### src/rtl/obstacle_spawner.sv
`default_nettype none
// ============================================================================
// Module   : obstacle_spawner
// Brief    : Counts a random tick gap, then offers one obstacle spawn request
//            (type + variant) downstream over valid/ready. Optional macro
//            GAP_SPEEDUP_EN shrinks the random gap with the speed level.
// Revision : 1.0 - initial release
// ============================================================================
module obstacle_spawner #(
    parameter int MIN_GAP  = 20,
    parameter int GAP_BITS = 6,
    parameter int CNT_W    = 16
) (
    input  logic                  clk,
    input  logic                  rst_n,
    input  logic                  run,
    input  logic                  tick,
    input  logic [29:0]           rnd,
    input  logic                  bird_en,
    input  logic [2:0]            level,
    output logic                  spawn_valid,
    input  logic                  spawn_ready,
    output logic [1:0]            obj_type,
    output logic [1:0]            obj_var,
    output logic [GAP_BITS+7:0]   gap_left,
    output logic [CNT_W-1:0]      spawn_count
);

    localparam int GW = GAP_BITS + 8;

    typedef enum logic [1:0] {
        S_IDLE  = 2'd0,
        S_LOAD  = 2'd1,
        S_WAIT  = 2'd2,
        S_OFFER = 2'd3
    } state_t;

    state_t             state_q, state_d;
    logic               valid_q, valid_d;
    logic [1:0]         type_q,  type_d;
    logic [1:0]         var_q,   var_d;
    logic [GW-1:0]      gap_q,   gap_d;
    logic [CNT_W-1:0]   count_q, count_d;

    logic [GAP_BITS-1:0] w_rnd_low;
    logic [GAP_BITS-1:0] w_extra;
    logic [GW-1:0]       w_load_gap;
    logic [1:0]          w_raw_type;
    logic [1:0]          w_type;
    logic [1:0]          w_var;
    logic                w_accept;
    logic [CNT_W-1:0]    w_count_inc;
    logic                w_unused;

    assign w_rnd_low = rnd[GAP_BITS-1:0];

`ifdef GAP_SPEEDUP_EN
    logic [4:0] w_shamt;
    // Shift is clamped so a high level floors the gap at MIN_GAP
    assign w_shamt  = ({2'b00, level} > 5'(GAP_BITS)) ? 5'(GAP_BITS) : {2'b00, level};
    assign w_extra  = w_rnd_low >> w_shamt;
    assign w_unused = ^rnd;
`else
    assign w_extra  = w_rnd_low;
    assign w_unused = ^{rnd, level};
`endif

    assign w_load_gap  = GW'(MIN_GAP) + GW'(w_extra);
    assign w_raw_type  = rnd[29:28];
    assign w_type      = ((w_raw_type == 2'd3) && !bird_en) ? 2'd0 : w_raw_type;
    assign w_var       = (w_type != 2'd3)       ? 2'd0 :
                         (rnd[27:26] == 2'd3)   ? 2'd0 : rnd[27:26];
    assign w_accept    = (state_q == S_OFFER) && valid_q && spawn_ready;
    assign w_count_inc = (&count_q) ? count_q : count_q + CNT_W'(1);

    always_comb begin
        state_d = state_q;
        valid_d = valid_q;
        type_d  = type_q;
        var_d   = var_q;
        gap_d   = gap_q;
        count_d = count_q;

        case (state_q)
            S_IDLE: begin
                valid_d = 1'b0;
                type_d  = 2'd0;
                var_d   = 2'd0;
                gap_d   = '0;
                if (run) begin
                    state_d = S_LOAD;
                    count_d = '0;
                end
            end
            S_LOAD: begin
                gap_d   = w_load_gap;
                type_d  = w_type;
                var_d   = w_var;
                state_d = S_WAIT;
            end
            S_WAIT: begin
                if (tick) begin
                    if (gap_q > GW'(1)) begin
                        gap_d = gap_q - GW'(1);
                    end else begin
                        gap_d   = '0;
                        valid_d = 1'b1;
                        state_d = S_OFFER;
                    end
                end
            end
            S_OFFER: begin
                if (w_accept) begin
                    valid_d = 1'b0;
                    count_d = w_count_inc;
                    state_d = S_LOAD;
                end
            end
            default: state_d = S_IDLE;
        endcase

        // Leaving the running state wins over everything except a same-cycle transfer count
        if (!run) begin
            state_d = S_IDLE;
            valid_d = 1'b0;
            gap_d   = '0;
        end
    end

    always_ff @(posedge clk or negedge rst_n) begin
        if (!rst_n) begin
            state_q <= S_IDLE;
            valid_q <= 1'b0;
            type_q  <= 2'd0;
            var_q   <= 2'd0;
            gap_q   <= '0;
            count_q <= '0;
        end else begin
            state_q <= state_d;
            valid_q <= valid_d;
            type_q  <= type_d;
            var_q   <= var_d;
            gap_q   <= gap_d;
            count_q <= count_d;
        end
    end

    assign spawn_valid = valid_q;
    assign obj_type    = type_q;
    assign obj_var     = var_q;
    assign gap_left    = gap_q;
    assign spawn_count = count_q;

endmodule
`default_nettype wire

### config.mk
export PLATFORM = sky130hd
export DESIGN_NAME = obstacle_spawner
export DESIGN_NICKNAME = d
export VERILOG_FILES = /design/src/rtl/obstacle_spawner.sv
export SDC_FILE = /design/constraint.sdc
export NUM_CORES = 1
export LEC_CHECK = 0
export CAP_MARGIN = 15
export CORE_MARGIN = 1.5
export CORE_UTILIZATION = 30
export DETAILED_ROUTE_END_ITERATION = 10
export PLACE_DENSITY = 0.65
export SKIP_LAST_GASP = 1
export SLEW_MARGIN = 30
export SYNTH_ARGS = -nofsm -noshare
export SYNTH_HDL_FRONTEND = slang
export SYNTH_SLANG_ARGS = --single-unit
### constraint.sdc
create_clock -name clk -period 2.6 [get_ports clk]
set_input_delay 0.52 -clock clk [delete_from_list [all_inputs] [get_ports clk]]
set_output_delay 0.52 -clock clk [all_outputs]
set_load 0.05 [all_outputs]
# == Word level (Yosys, flattened, before mapping) ==
# Cells that the tools add are included.
# totals
inputBits,39
register_bits,37
output_inout_bits,35
elab_cells,59
# op_classes
order_cmp,1
n_mux,23
n_addsub,3
eq_ne,14
n_reduce_logical,12
# op_table
operator,n
two-way mux 16 bit,3
two-way mux 14 bit,3
one-hot mux 14 bit (3 select lines),1
one-hot mux 16 bit (2 select lines),1
adder 16 x 1 -> 16 bit (second input constant),1
AND reduction 16 bit,1
greater-than comparator 14 x 1 -> 1 bit (second input constant),1
two-way mux 2 bit,7
subtractor 14 x 1 -> 14 bit (second input constant),1
inequality test 3 bit (second input constant),3
== test 2 bit (second input constant),4
inequality test 2 bit (second input constant),4
inequality test 4 x 1 -> 1 bit (second input constant),2
one-hot mux 2 bit (2 select lines),2
one-hot mux 2 bit (4 select lines),1
AND reduction 4 bit,2
adder 5 x 6 -> 7 bit (first input constant),1
two-way mux 1 bit,4
nonzero test 2 bit,2
logical AND 1 bit,3
one-hot mux 1 bit (3 select lines),1
AND reduction 3 bit,1
== test 2 x 1 -> 1 bit (second input constant),1
zero test 2 bit,1
other kinds (2),2

# == Depth between registers and ports, before layout ==
# logic_depth
ltp_word,6
ltp_mapped,8
mapped_depth_nobuf,7

# == Least setup slack after synthesis ==
# Ideal clock, no wire load.
# synth_path
path_kind,register to register
from,register gap_q[11] (netlist: gap_left[11])
to,register gap_q[3] (netlist: gap_left[3])
stages_incl_launch_ff,7
t_required_ns,2.469
path_buffers,1
setup_slack_ns,0.363
synth_period_minus_slack_ns,2.237
setup_time_ns,0.131
arrival_time_ns,2.107
path_cell_list,dfrtp_1 -> or4_4 -> nor4_4 -> a21bo_2 -> and2_1 -> buf_2 -> o21ai_0
# synth_via
elab_chain_len,5
# synth_lines
element,line_no,source
start: declaration,42,"logic [GW-1:0] gap_q, gap_d;"
start signal: assignment,143,gap_q <= gap_d;
greater-than comparator 14 x 1 -> 1 bit,103,if (gap_q > GW'(1)) begin
two-way mux 14 bit,103,
two-way mux 14 bit,102,if (tick) begin
one-hot mux 14 bit (3 select lines),84,case (state_q)
two-way mux 14 bit,123,if (!run) begin
# Every way passes these cells. The select of a mux whose other input is x is not followed.
# A chain may end at the register's enable or synchronous reset.

# == Worst setup path in the final report ==
# Ends and elaborated chain as after synthesis.

==> results by group <==
GRT
  • First-pass GRT wire length: 9000 um
  • Pin count of the biggest net entering global routing: 38
  • Remaining Overflow, GRT: 0
  • GRT Total Usage: 14.6%
  • Via count of the first global-routing pass: 1,939
  • Initial antenna violation count: 0

Timing
  • Clk_skew: 0.00814 ns
  • Min cycle time layout: 2.22 ns
  • Setup Viol. Count Final: 0
  • Final Cycle Share: 85.5%
  • Final setup margin: 0.378 ns
  • Final setup TNS: 0 ns
  • Fmax: 450 MHz
  • Headroom to the max-slew limit: 44.0%
  • Final hold violations: 0
  • Pins Over Slew Limit: 0
  • WHS: 0.322 ns
  • Worst slew pin tran: 0.840 ns
  • RSZ-0062 raised after global routing: false

Worst setup path
  • FF-to-FF path depth: 5
  • CP max stage delay: 0.57 ns
  • Crit path DAT: 2.38 ns
  • R2R setup slack: 0.38 ns
  • Worst Path Max Fanout: 7
  • CP cell instances: or4_4, nor4_4, a21bo_2, and2_1, o21ai_0
  • Reg-to-reg critical path endpoint: gap_left[3]
  • CP bufs+invs: 0
  • Slowest CP cell: or4_4
  • Worst r2r src: gap_left[11]
  • CP required: 2.76 ns
  • Critical path type: register to register
  • Setup crit start kind: register
  • Crit-path leading delay family: simple AND/OR/NAND/NOR gates
  • Crit path capture type: register

Final layout
  • Most frequent cells in the layout: clkdlybuf4s50_1 (49), dfrtp_1 (37), nor2_1 (24)
  • Fin area: 2930 um2
  • Multi-input gate area: 1220 um2
  • Final Util: 40.8%
  • Layout cell share with drive strength beyond 1: 7.77%
  • Synth-to-Final Area Change: 33.4%
  • FF+latch area: 926 um2
  • # diodes: 0
  • Leading cell type in the layout, fill and taps excluded: clkdlybuf4s50_1
  • Layout Nets: 344
  • Fill cell count: 708

Routing
  • Total routed wirelength: 5290 um
  • First drt pass iteration count: 5
  • DRC violation total after the first TritonRoute iteration: 84
  • Drt drc: 0
  • Vias/cell: 5.08
  • Via count: 2,007
  • Post-DRT Antenna Nets: 0
  • Wire length per cell: 13.4 um

Die
  • DIE WIDTH: 88.6 um
  • Placeable Area: 7180 um2
  • Height of the die: 88.6 um
  • Initial Util: 30.6%
  • Io pins: 74
  • Row cnt: 31
  • Full die area: 7850 um2

Yosys
  • Post-synthesis net count: 283
  • Register bit total from synthesis: 37
  • Largest family of logic cells by synthesized area: simple AND/OR/NAND/NOR gates
  • Post-synth top flop: dfrtp_1
  • Post-synth EDFFs: 0
  • XOR/XNOR share of the synthesized area: 5.98%
  • Register area share after synthesis: 42.1%
  • Fraction of registers with async set/reset: 100%
  • Synth Instances: 236
  • Compound-gate portion of the synthesized area: 19.4%
  • Mux share of post-synthesis cell area: 0.968%
  • Post-synth cell types: 48
  • Synth Cell Area: 2200 um2
  • Simple-gate area share of the yosys netlist: 24.5%
  • Syn Area/Cell: 9.31 um2
  • Yosys warning count: 0
  • Synth Area in Adders: 4.56%

Clock network
  • Setup Buffers After CTS: 0
  • Clock sink total: 37
  • Clk_lat worst skew: 0.29 ns
  • Clock transition at path regs: 0.07 ns
  • TritonCTS clock tree: yes
  • Root buffer cell: clkbuf_8
  • PostCTS Resize Cnt: 0
  • Hold bufs inserted after CTS: 0
  • Num CTS Buffers: 5
  • Htree depth: 2
  • Max clock buf depth: 2

Placement
  • Routability cong.: 0.817
  • Area post-placement: 2860 um2
  • # port buffers: 50
  • Placement Setup Slack: 0.161 ns
  • Hpwl dp: 3990 um

Worst hold path
  • Min-delay worst type: input port to asynchronous set/reset pin

Power and ir drop
  • Power per standard cell area: 841 nW/um2
  • Worst VDD drop: 0.000589 V
  • Leakage: 1.17 nW

Flow run
  • Reported max-cap violation count: 0

Status
  • Status: finished, final reports clean
-- worst max path at each step --
stage,from,to,depth (start not counted)
2_1_floorplan,gap_left[11],gap_left[3],6
3_3_place_gp,spawn_ready,spawn_count[8],6
3_5_place_dp,spawn_ready,spawn_count[4],6
4_1_cts,gap_left[11],gap_left[3],5
5_1_grt,gap_left[10],gap_left[3],5
6_report,gap_left[11],gap_left[3],5
-- routing by layer --
layer	vias to the layer above	part of all wire, %	global-route usage (%)
li1	992	-	-
met1	963	49	19.5
met2	50	46	23.9
met3	2	4.4	3.17
met4	0	0.34	4.26
met5	-	0	0
-- worst reg2reg max path, delay by kind of cell, from the launching register on --
| kind | cells | cell delay (ns) |
|---|---|---|
| flops | 1 | 0.43 |
| simple gates | 3 | 1.30 |
| compound gates | 2 | 0.38 |
-- power by group --
part / switching, W / internal [W] / leakage [nW]
Clock: 0.000190 / 0.000176 / 0.0399
Combinational: 0.000812 / 0.000534 / 0.625
Sequential: 0.000100 / 0.000652 / 0.510
-- flip-flops by register name, indices dropped and copies added, names as in the netlist --
| name | flops |
|---|---|
| spawn_valid | 1 |
| spawn_count | 16 |
| state_q | 2 |
| obj_type | 2 |
| gap_left | 14 |
| obj_var | 2 |
-- through the flow --
step	total power, W	cells
2_1_floorplan	0.00171	236
3_3_place_gp	0.00209	389
3_5_place_dp	0.00211	389
4_1_cts	0.00249	395
5_1_grt	0.00267	395
6_report	0.00247	395
-- Yosys cell counts, types with 2 or more instances --
master / n / share of area, %
inv_1: 11 / 1.9
or3_1: 4 / 1.1
o31ai_1: 2 / 0.68
and4_1: 3 / 1.2
o41ai_1: 2 / 0.80
nor4_4: 2 / 1.9
dfrtp_1: 37 / 42
a22oi_1: 4 / 1.4
xnor2_1: 11 / 4.4
ha_1: 8 / 4.6
nor2b_1: 2 / 0.57
a211oi_1: 4 / 1.4
and3_1: 2 / 0.57
nand4_1: 6 / 1.7
nor4_1: 5 / 1.4
clkbuf_1: 2 / 0.34
a41oi_1: 2 / 0.80
a32o_1: 4 / 1.8
nand2_1: 13 / 2.2
a31oi_1: 2 / 0.57
nor3b_1: 3 / 1.0
and2_1: 3 / 0.85
a21oi_1: 10 / 2.3
o21a_1: 4 / 1.4
xor2_1: 4 / 1.6
nor3_1: 12 / 2.7
nand3_1: 7 / 1.6
o21ai_0: 20 / 4.6
nand2b_1: 5 / 1.4
nor2_1: 24 / 4.1
-- logic make-up after synthesis --
logic type | Yosys count
multiplexers | 2
AO/OA/AOI/OAI | 64
flip-flops | 37
AND/OR/NAND/NOR | 96
adder cells (fa/ha/maj) | 8
buffers and inverters | 14
XOR/XNOR | 15
-- cell type report --
class	instances	share of cell area, %
Multi-Input combinational cell	185	41.5
Sequential cell	37	31.6
Timing Repair Buffer	57	18.7
Tap cell	99	4.23
Clock buffer	5	2.35
Inverter	11	1.41
Clock inverter	1	0.171
No activity file was read; power rests on OpenSTA's default activity.
